**config.mk**
```make
export PLATFORM = sky130hd
export DESIGN_NAME = fdce_bank_sequencer
export DESIGN_NICKNAME = d
export VERILOG_FILES = /design/src/rtl/fdce_bank_sequencer.sv
export SDC_FILE = /design/constraint.sdc
export NUM_CORES = 1
export LEC_CHECK = 0
export CAP_MARGIN = 20
export CORE_MARGIN = 2
export CORE_UTILIZATION = 47
export DETAILED_ROUTE_END_ITERATION = 6
export PLACE_DENSITY = 0.84
export SETUP_SLACK_MARGIN = 0.2
export SLEW_MARGIN = 30
export SYNTH_ARGS = -nofsm -noshare
export SYNTH_HDL_FRONTEND = slang
export SYNTH_SLANG_ARGS = --single-unit
```
**constraint.sdc**
```tcl
create_clock -name clk -period 3.8 [get_ports clk]
set_clock_uncertainty 0.05 [all_clocks]
set_input_delay 0.76 -clock clk [delete_from_list [all_inputs] [get_ports clk]]
set_output_delay 0.76 -clock clk [all_outputs]
set_load 0.01 [all_outputs]
```
**src/rtl/fdce_bank_sequencer.sv**
```systemverilog
// fdce_bank_sequencer
// Walks a bank of FDCE flops one at a time through clear / load / hold
// exercises. Each response is checked one cycle after the stimulus, and the
// mismatches are summarised as a count, the first failing index and a pass flag.
module fdce_bank_sequencer #(
    parameter int N_FF  = 8,
    parameter int ERR_W = 8,
    localparam int IDX_W = (N_FF > 1) ? $clog2(N_FF) : 1
) (
    input  logic                clk,
    input  logic                rst,
    input  logic                start,
    input  logic                abort,
    output logic [N_FF-1:0]     ff_ce,
    output logic [N_FF-1:0]     ff_clr,
    output logic [N_FF-1:0]     ff_d,
    input  logic [N_FF-1:0]     ff_q,
    output logic                busy,
    output logic                done,
    output logic                pass,
    output logic [ERR_W-1:0]    err_count,
    output logic [IDX_W-1:0]    first_err_idx,
    output logic                first_err_valid
);

    typedef enum logic [2:0] {
        IDLE, CLR, CHK0, LD, CHK1, HOLD, CHKH, DONE
    } state_t;

    localparam logic [IDX_W-1:0] LAST_IDX = IDX_W'(N_FF - 1);
    localparam logic [ERR_W-1:0] ERR_MAX  = {ERR_W{1'b1}};

    state_t            state;
    state_t            state_next;
    logic [IDX_W-1:0]  idx;
    logic [N_FF-1:0]   sel;
    logic              in_pass;
    logic              is_chk;
    logic              expect_q;
    logic              mismatch;
    logic              last;
    logic              accept;
    logic              aborting;

    // One-hot select of the flop under test; a shift keeps the index width
    // independent of N_FF.
    assign sel      = N_FF'(1) << idx;
    assign in_pass  = state inside {CLR, CHK0, LD, CHK1, HOLD, CHKH};
    assign is_chk   = state inside {CHK0, CHK1, CHKH};
    // CHK0 follows the clear, so the flop must read 0; the other checks follow a load of 1.
    assign expect_q = (state != CHK0);
    assign mismatch = is_chk && ((|(ff_q & sel)) != expect_q);
    assign last     = (idx == LAST_IDX);
    // Abort beats start in IDLE, so a combined request never begins a pass.
    assign accept   = (state == IDLE) && start && !abort;
    assign aborting = in_pass && abort;

    // State register.
    always_ff @(posedge clk) begin
        // NOTE: sequential state uses non-blocking assignments so every
        // register samples pre-edge values regardless of block order.
        if (rst) state <= IDLE;
        else     state <= state_next;
    end

    // Next-state logic: abort exits from any active state; otherwise the
    // states advance one per cycle.
    always_comb begin
        // NOTE: default first so no path through the case leaves state_next
        // unassigned and infers a latch.
        state_next = state;
        if (aborting) begin
            state_next = IDLE;
        end else begin
            case (state)
                IDLE:    if (accept) state_next = CLR;
                CLR:     state_next = CHK0;
                CHK0:    state_next = LD;
                LD:      state_next = CHK1;
                CHK1:    state_next = HOLD;
                HOLD:    state_next = CHKH;
                CHKH:    state_next = last ? DONE : CLR;
                DONE:    state_next = IDLE;
                default: state_next = IDLE;
            endcase
        end
    end

    // Moore output decode of the registered state and index.
    always_comb begin
        ff_ce  = '0;
        ff_clr = '0;
        ff_d   = '0;
        done   = 1'b0;
        busy   = in_pass;
        case (state)
            CLR:     ff_clr = sel;
            LD: begin
                ff_ce = sel;
                ff_d  = sel;
            end
            DONE:    done = 1'b1;
            default: ;
        endcase
    end

    // Datapath: index walk, error accounting and the pass verdict.
    always_ff @(posedge clk) begin
        if (rst) begin
            idx             <= '0;
            err_count       <= '0;
            pass            <= 1'b0;
            first_err_idx   <= '0;
            first_err_valid <= 1'b0;
        end else if (aborting) begin
            // The error count and first-error record survive an abort.
            idx  <= '0;
            pass <= 1'b0;
        end else begin
            if (accept) begin
                idx             <= '0;
                err_count       <= '0;
                pass            <= 1'b0;
                first_err_idx   <= '0;
                first_err_valid <= 1'b0;
            end
            if (mismatch) begin
                if (err_count != ERR_MAX) err_count <= err_count + ERR_W'(1);
                if (!first_err_valid) begin
                    first_err_idx   <= idx;
                    first_err_valid <= 1'b1;
                end
            end
            if (state == CHKH) begin
                if (last) pass <= (err_count == '0) && !mismatch;
                else      idx  <= idx + IDX_W'(1);
            end
        end
    end

endmodule

```
Word level (Yosys, flattened, before mapping)
Index checks and enable logic that the tools add are counted.
Storage, ports and cells
  bits in latches: 0
  memory bits (writable): 0
  memories: 0
  word-level logic and storage cells: 56
  ROM bits: 0
  bits in registers: 19
Operators by class
  multiplexer cells: 21
  add/sub/neg operators: 2
  divide/modulo/power cells: 0
  reduce and logical (&&, ||, !) cells: 13
  equal/unequal tests: 12
  order comparisons: 0
  shift operators: 1
  bitwise operators: 1
  multipliers: 0
Operators by type and width (count)
  $mux W8: 5
  $mux W3: 8
  $pmux W3 S8: 1
  $eq A3 B3 Y1 const B: 5
  $add A8 B1 Y8 const B: 1
  $and A8 B8 Y8: 1
  $logic_not A8 Y1: 1
  $ne A8 B8 Y1 const B: 1
  $reduce_or A8 Y1: 1
  $shl A1 B3 Y8 const A: 1
  $mux W1: 7
  $eq A3 B2 Y1 const B: 2
  $reduce_bool A6 Y1: 1
  $logic_and A1 B1 Y1: 5
  $add A3 B1 Y3 const B: 1
  $eq A3 B1 Y1 const B: 1
  $logic_not A3 Y1: 1
  $ne A3 B2 Y1 const B: 1
  $reduce_bool A3 Y1: 1
  $logic_not A1 Y1: 2
  $ne A2 B2 Y1 const B: 1
  $reduce_or A2 Y1: 1
  $ne A1 B1 Y1: 1

Depth between registers and ports, before layout
  depth after elaboration: 9
  gate-level depth with buffers: 10
  mapped depth without buffers: 8

Worst setup path before layout
OpenSTA, ideal clock, no wires.
  kind: register to register
  from: reg idx[2]
  to: reg err_count[0]
  setup time: 0.074 ns
  data required time: 3.676 ns
  clock period less this slack: 2.579 ns
  slack: 1.221 ns
  stages on the path, launching flop included: 11
  arrival: 2.455 ns
  cell sequence: dfxtp_1 buf_6 clkinv_1 ha_1 a22oi_1 o21ai_0 a311oi_2 mux2_2 buf_6 or4_1 o21ai_0
On the way
  longest elaborated chain between the ends: 6
RTL lines
  start: declaration: line 35  | logic [IDX_W-1:0] idx;
  start signal: assignment: line 136  | else idx <= idx + IDX_W'(1);
  $shl A1 B3 Y8: line 47  | assign sel = N_FF'(1) << idx;
  $and A8 B8 Y8: line 52  | assign mismatch = is_chk && ((|(ff_q & sel)) != expect_q);
  $reduce_or A8 Y1: line 52
  $ne A1 B1 Y1: line 52
  $logic_and A1 B1 Y1: line 52
  $mux W8: line 127  | if (mismatch) begin
  end signal: assignment: line 128  | if (err_count != ERR_MAX) err_count <= err_count + ERR_W'(1);
  end: declaration: line 21  | output logic [ERR_W-1:0] err_count,
No other way between the ends.
A chain may end at the register's enable or synchronous reset.

Worst setup path in the final report
  from: reg idx[2]
  to: reg err_count[3]
Same word-level chain as after synthesis.

==> results by group <==
Run status
  • Status: complete, no violations

Critical path
  • Crit path kind: reg -> reg
  • CP max stage cell: dfxtp_1
  • Arr. time, crit path: about 3200 ps
  • Crit path capture type: register
  • CP peak stage delay: 520 ps
  • Required @ worst endpoint: roughly 4000 ps
  • Crit path launch type: register
  • CP max FO: 11
  • Crit-path cells: clkinv_1 > ha_1 > a22oi_1 > o21ai_0 > a311oi_2 > mux2_2 > or4_1 > o22ai_1

Yosys
  • Most area-consuming cells after synthesis: dfxtp_1 28%, ha_1 7.3%, nor2_1 5.8%
  • Synth Register Bits: 19
  • Syn Nets: roughly 200
  • Mapped Area: about 1400 µm²
  • Gate count of the mapped netlist: between 150 and 200
  • Post-synth top area share: 27.84%
  • Synth cell types: 42
  • Biggest area consumer among synthesized cells: dfxtp_1
  • Synth warn: 0
  • Register area share after synthesis: about 28%
  • Synthesized area per cell: 7.507 µm²

Power and ir drop
  • Logic pwr share: 9.2%
  • Pint: 255.1 µW
  • Sw Share: 24.99%
  • Pwr Density: around 190 nW/µm²
  • P_sw: 84.96 µW
  • Peak VDD IR: around 0.19 mV
  • Power Total: 340.0 µW
  • Flop pwr share: 59.1%
  • LEAKAGE: around 0.00064 µW
  • Share of total power in the clock network: a little under a third

CTS
  • Post-CTS Setup Inserts: 0
  • CTS clk-pin slew, worst paths: between 100 and 150 ps
  • CTS Buf Count: 3
  • CTS tree: built
  • Worst skew pair latency: slightly above 300 ps
  • Post_cts resized: 0
  • CTS max path bufs: 2
  • CTS root buffer: clkbuf_4
  • CTS sink count: 19
  • H-tree levels: 1
  • Hold-fix buffers, CTS: 0

Global routing
  • Global-route wire length before repair: slightly below 6 mm
  • All-Layer GR Usage: 21.88%
  • Initial antenna violation count: 0
  • GRT overflow: 0
  • Largest net degree at the start of global routing: 21
  • Number of global-route vias before repair: ~1.4k

Floorplan
  • Initial core utilization: 49.55%
  • Die area: around 3400 µm²
  • Core area: about 2800 µm²
  • FP Rows: 19
  • Die Y: roughly 58 µm
  • # IOs: 51
  • Width of the die: ~58 µm

Placement
  • Input/output buffers: 50
  • Placer congestion estimate: roughly 0.89
  • Hpwl dp: around 2.7 mm
  • Dpl ws: 680.6 ps

Timing
  • Worst-Margin Slew: ~920 ps
  • Max Fclk: between 0.3 and 0.4 GHz
  • RSZ-0062 raised after global routing: false
  • Final Critical Period: between 3000 and 4000 ps
  • Final WS setup: 783.6 ps
  • # setup viols final: 0
  • Hold WS: around 450 ps
  • Setup TNS Final: 0 ps
  • Part of the cycle the worst path needs: approximately four fifths
  • Final Hold Fails: 0
  • Slew HR: between 30% and 40%
  • Fin. max-slew vios: 0

Job
  • Max-cap violations: 0

Detailed routing
  • Routed Antenna Nets: 0
  • Drt wl/cell: between 10 and 15 µm
  • Via/cell ratio: ~5.5
  • DR pass1 iterations: 4
  • Post-route DRC: 0
  • Final WL: 3.498 mm
  • Vias: between 1k and 1.5k
  • First DRT Iteration DRCs: 21

Min path
  • Worst hold path type: reg -> reg

Final layout
  • Layout cells sized above 1: under 10%
  • Nets: roughly 240
  • Area growth syn-to-layout: 33.70%
  • Antenna cells: 0
  • Core Util, Final: between 60% and 70%
## through the flow
| step | instance area (µm²) | cells |
|---|---|---|
| 2_1_floorplan | 1366 | 182 |
| 3_3_place_gp | 1799 | 247 |
| 3_5_place_dp | 1799 | 247 |
| 4_1_cts | 1827 | 251 |
| 5_1_grt | 1827 | 251 |
| 6_report | 1827 | 251 |
## critical path, delay by kind of cell, from the launching register on
kind | cells | cell delay (ps)
multiplexers | 1 | 480
adder cells (fa/ha/maj) | 1 | 310
flip-flops | 1 | 520
buffers and inverters | 1 | 280
AND/OR/NAND/NOR | 1 | 520
AO/OA/AOI/OAI | 4 | 790
## sequential cells by signal, indices dropped and copies added, names as in the netlist
| register | flops |
|---|---|
| first_err_idx | 3 |
| err_count | 8 |
| state | 3 |
| first_err_valid | 1 |
| idx | 3 |
| pass | 1 |
## worst paths after layout
check,end,start,slack (ps),cells past startpoint
worst min-delay path,pass,pass,450,2
worst max-delay path,err_count[3],idx[2],780,8
worst min register to register,pass,pass,450,2
worst max register to register,err_count[3],idx[2],780,8
## cells in the final DEF (no fill, tap or decap), types with 2 or more instances in the layout
cell / instances
o211ai_1: 3
a31oi_1: 2
inv_1: 11
nor3_1: 6
and2_1: 3
clkbuf_4: 3
nand2b_1: 5
a22oi_1: 2
a21oi_1: 9
o21ai_0: 7
nand3_1: 6
o22ai_1: 3
nor2_1: 21
or4_1: 3
or3_1: 2
mux2i_1: 6
and3_1: 8
and4_1: 2
clkdlybuf4s50_1: 50
nor3b_1: 2
ha_1: 8
dfxtp_1: 19
nor4_1: 2
nand2_1: 20
## cells in the mapped netlist (all sizes together)
cell type / instances
mux2i: 6
and4: 2
a22oi: 2
a21oi: 9
nand2: 20
clkbuf: 5
a211oi: 1
and3: 8
nor4: 2
dfxtp: 19
buf: 11
or2: 1
a211o: 1
inv: 11
nand4: 1
o211ai: 3
o21ba: 1
mux2: 1
nor2: 21
nor2b: 1
nor3: 6
a31oi: 2
a21boi: 1
or3: 2
a2111oi: 1
ha: 8
o21ai: 7
a311oi: 1
nand2b: 5
nand3b: 1
nor4b: 1
nand3: 6
nor3b: 2
or4: 3
o31ai: 1
o41a: 1
o2111ai: 1
and2: 3
clkinv: 1
o22ai: 3
## power by group through the flow
stage	combinational (µW)	clock, µW	sequential [µW]
after floorplan	15.4	0	204
after global routing	34.3	117	201
final	31.2	108	201
after global placement	30.4	0	205
after CTS	31.1	106	201
after detailed placement	31.0	0	206
## final cells by class
cell class	instances	area [µm²]
Sequential cell	19	380.4
Inverter	12	45.04
Clock inverter	1	5.005
Timing Repair Buffer	50	500.5
Fill cell	254	930.9
Clock buffer	3	22.52
Multi-Input combinational cell	135	834.6
Tap cell	31	38.79
## layer usage
| metal | part of all wire, % | track usage (%) |
|---|---|---|
| met5 | 0 | 0 |
| met4 | 0.11 | 2.658 |
| met3 | 5.8 | 4.018 |
| met2 | 50 | 38.15 |
| met1 | 44 | 29.03 |
## logic make-up (layout without fill, tap and decap cells)
group                    count (synthesis)  in the layout  share of synthesized area (%)
adder cells (fa/ha/maj)                  8              8                          7.326
multiplexers                             7              7                          5.220
buffers and inverters                   28             66                          11.08
AO/OA/AOI/OAI                           35             35                          17.12
flip-flops                              19             19                          27.84
AND/OR/NAND/NOR                         85             85                          31.41
Note: power is estimated with default switching activity, not from simulation.
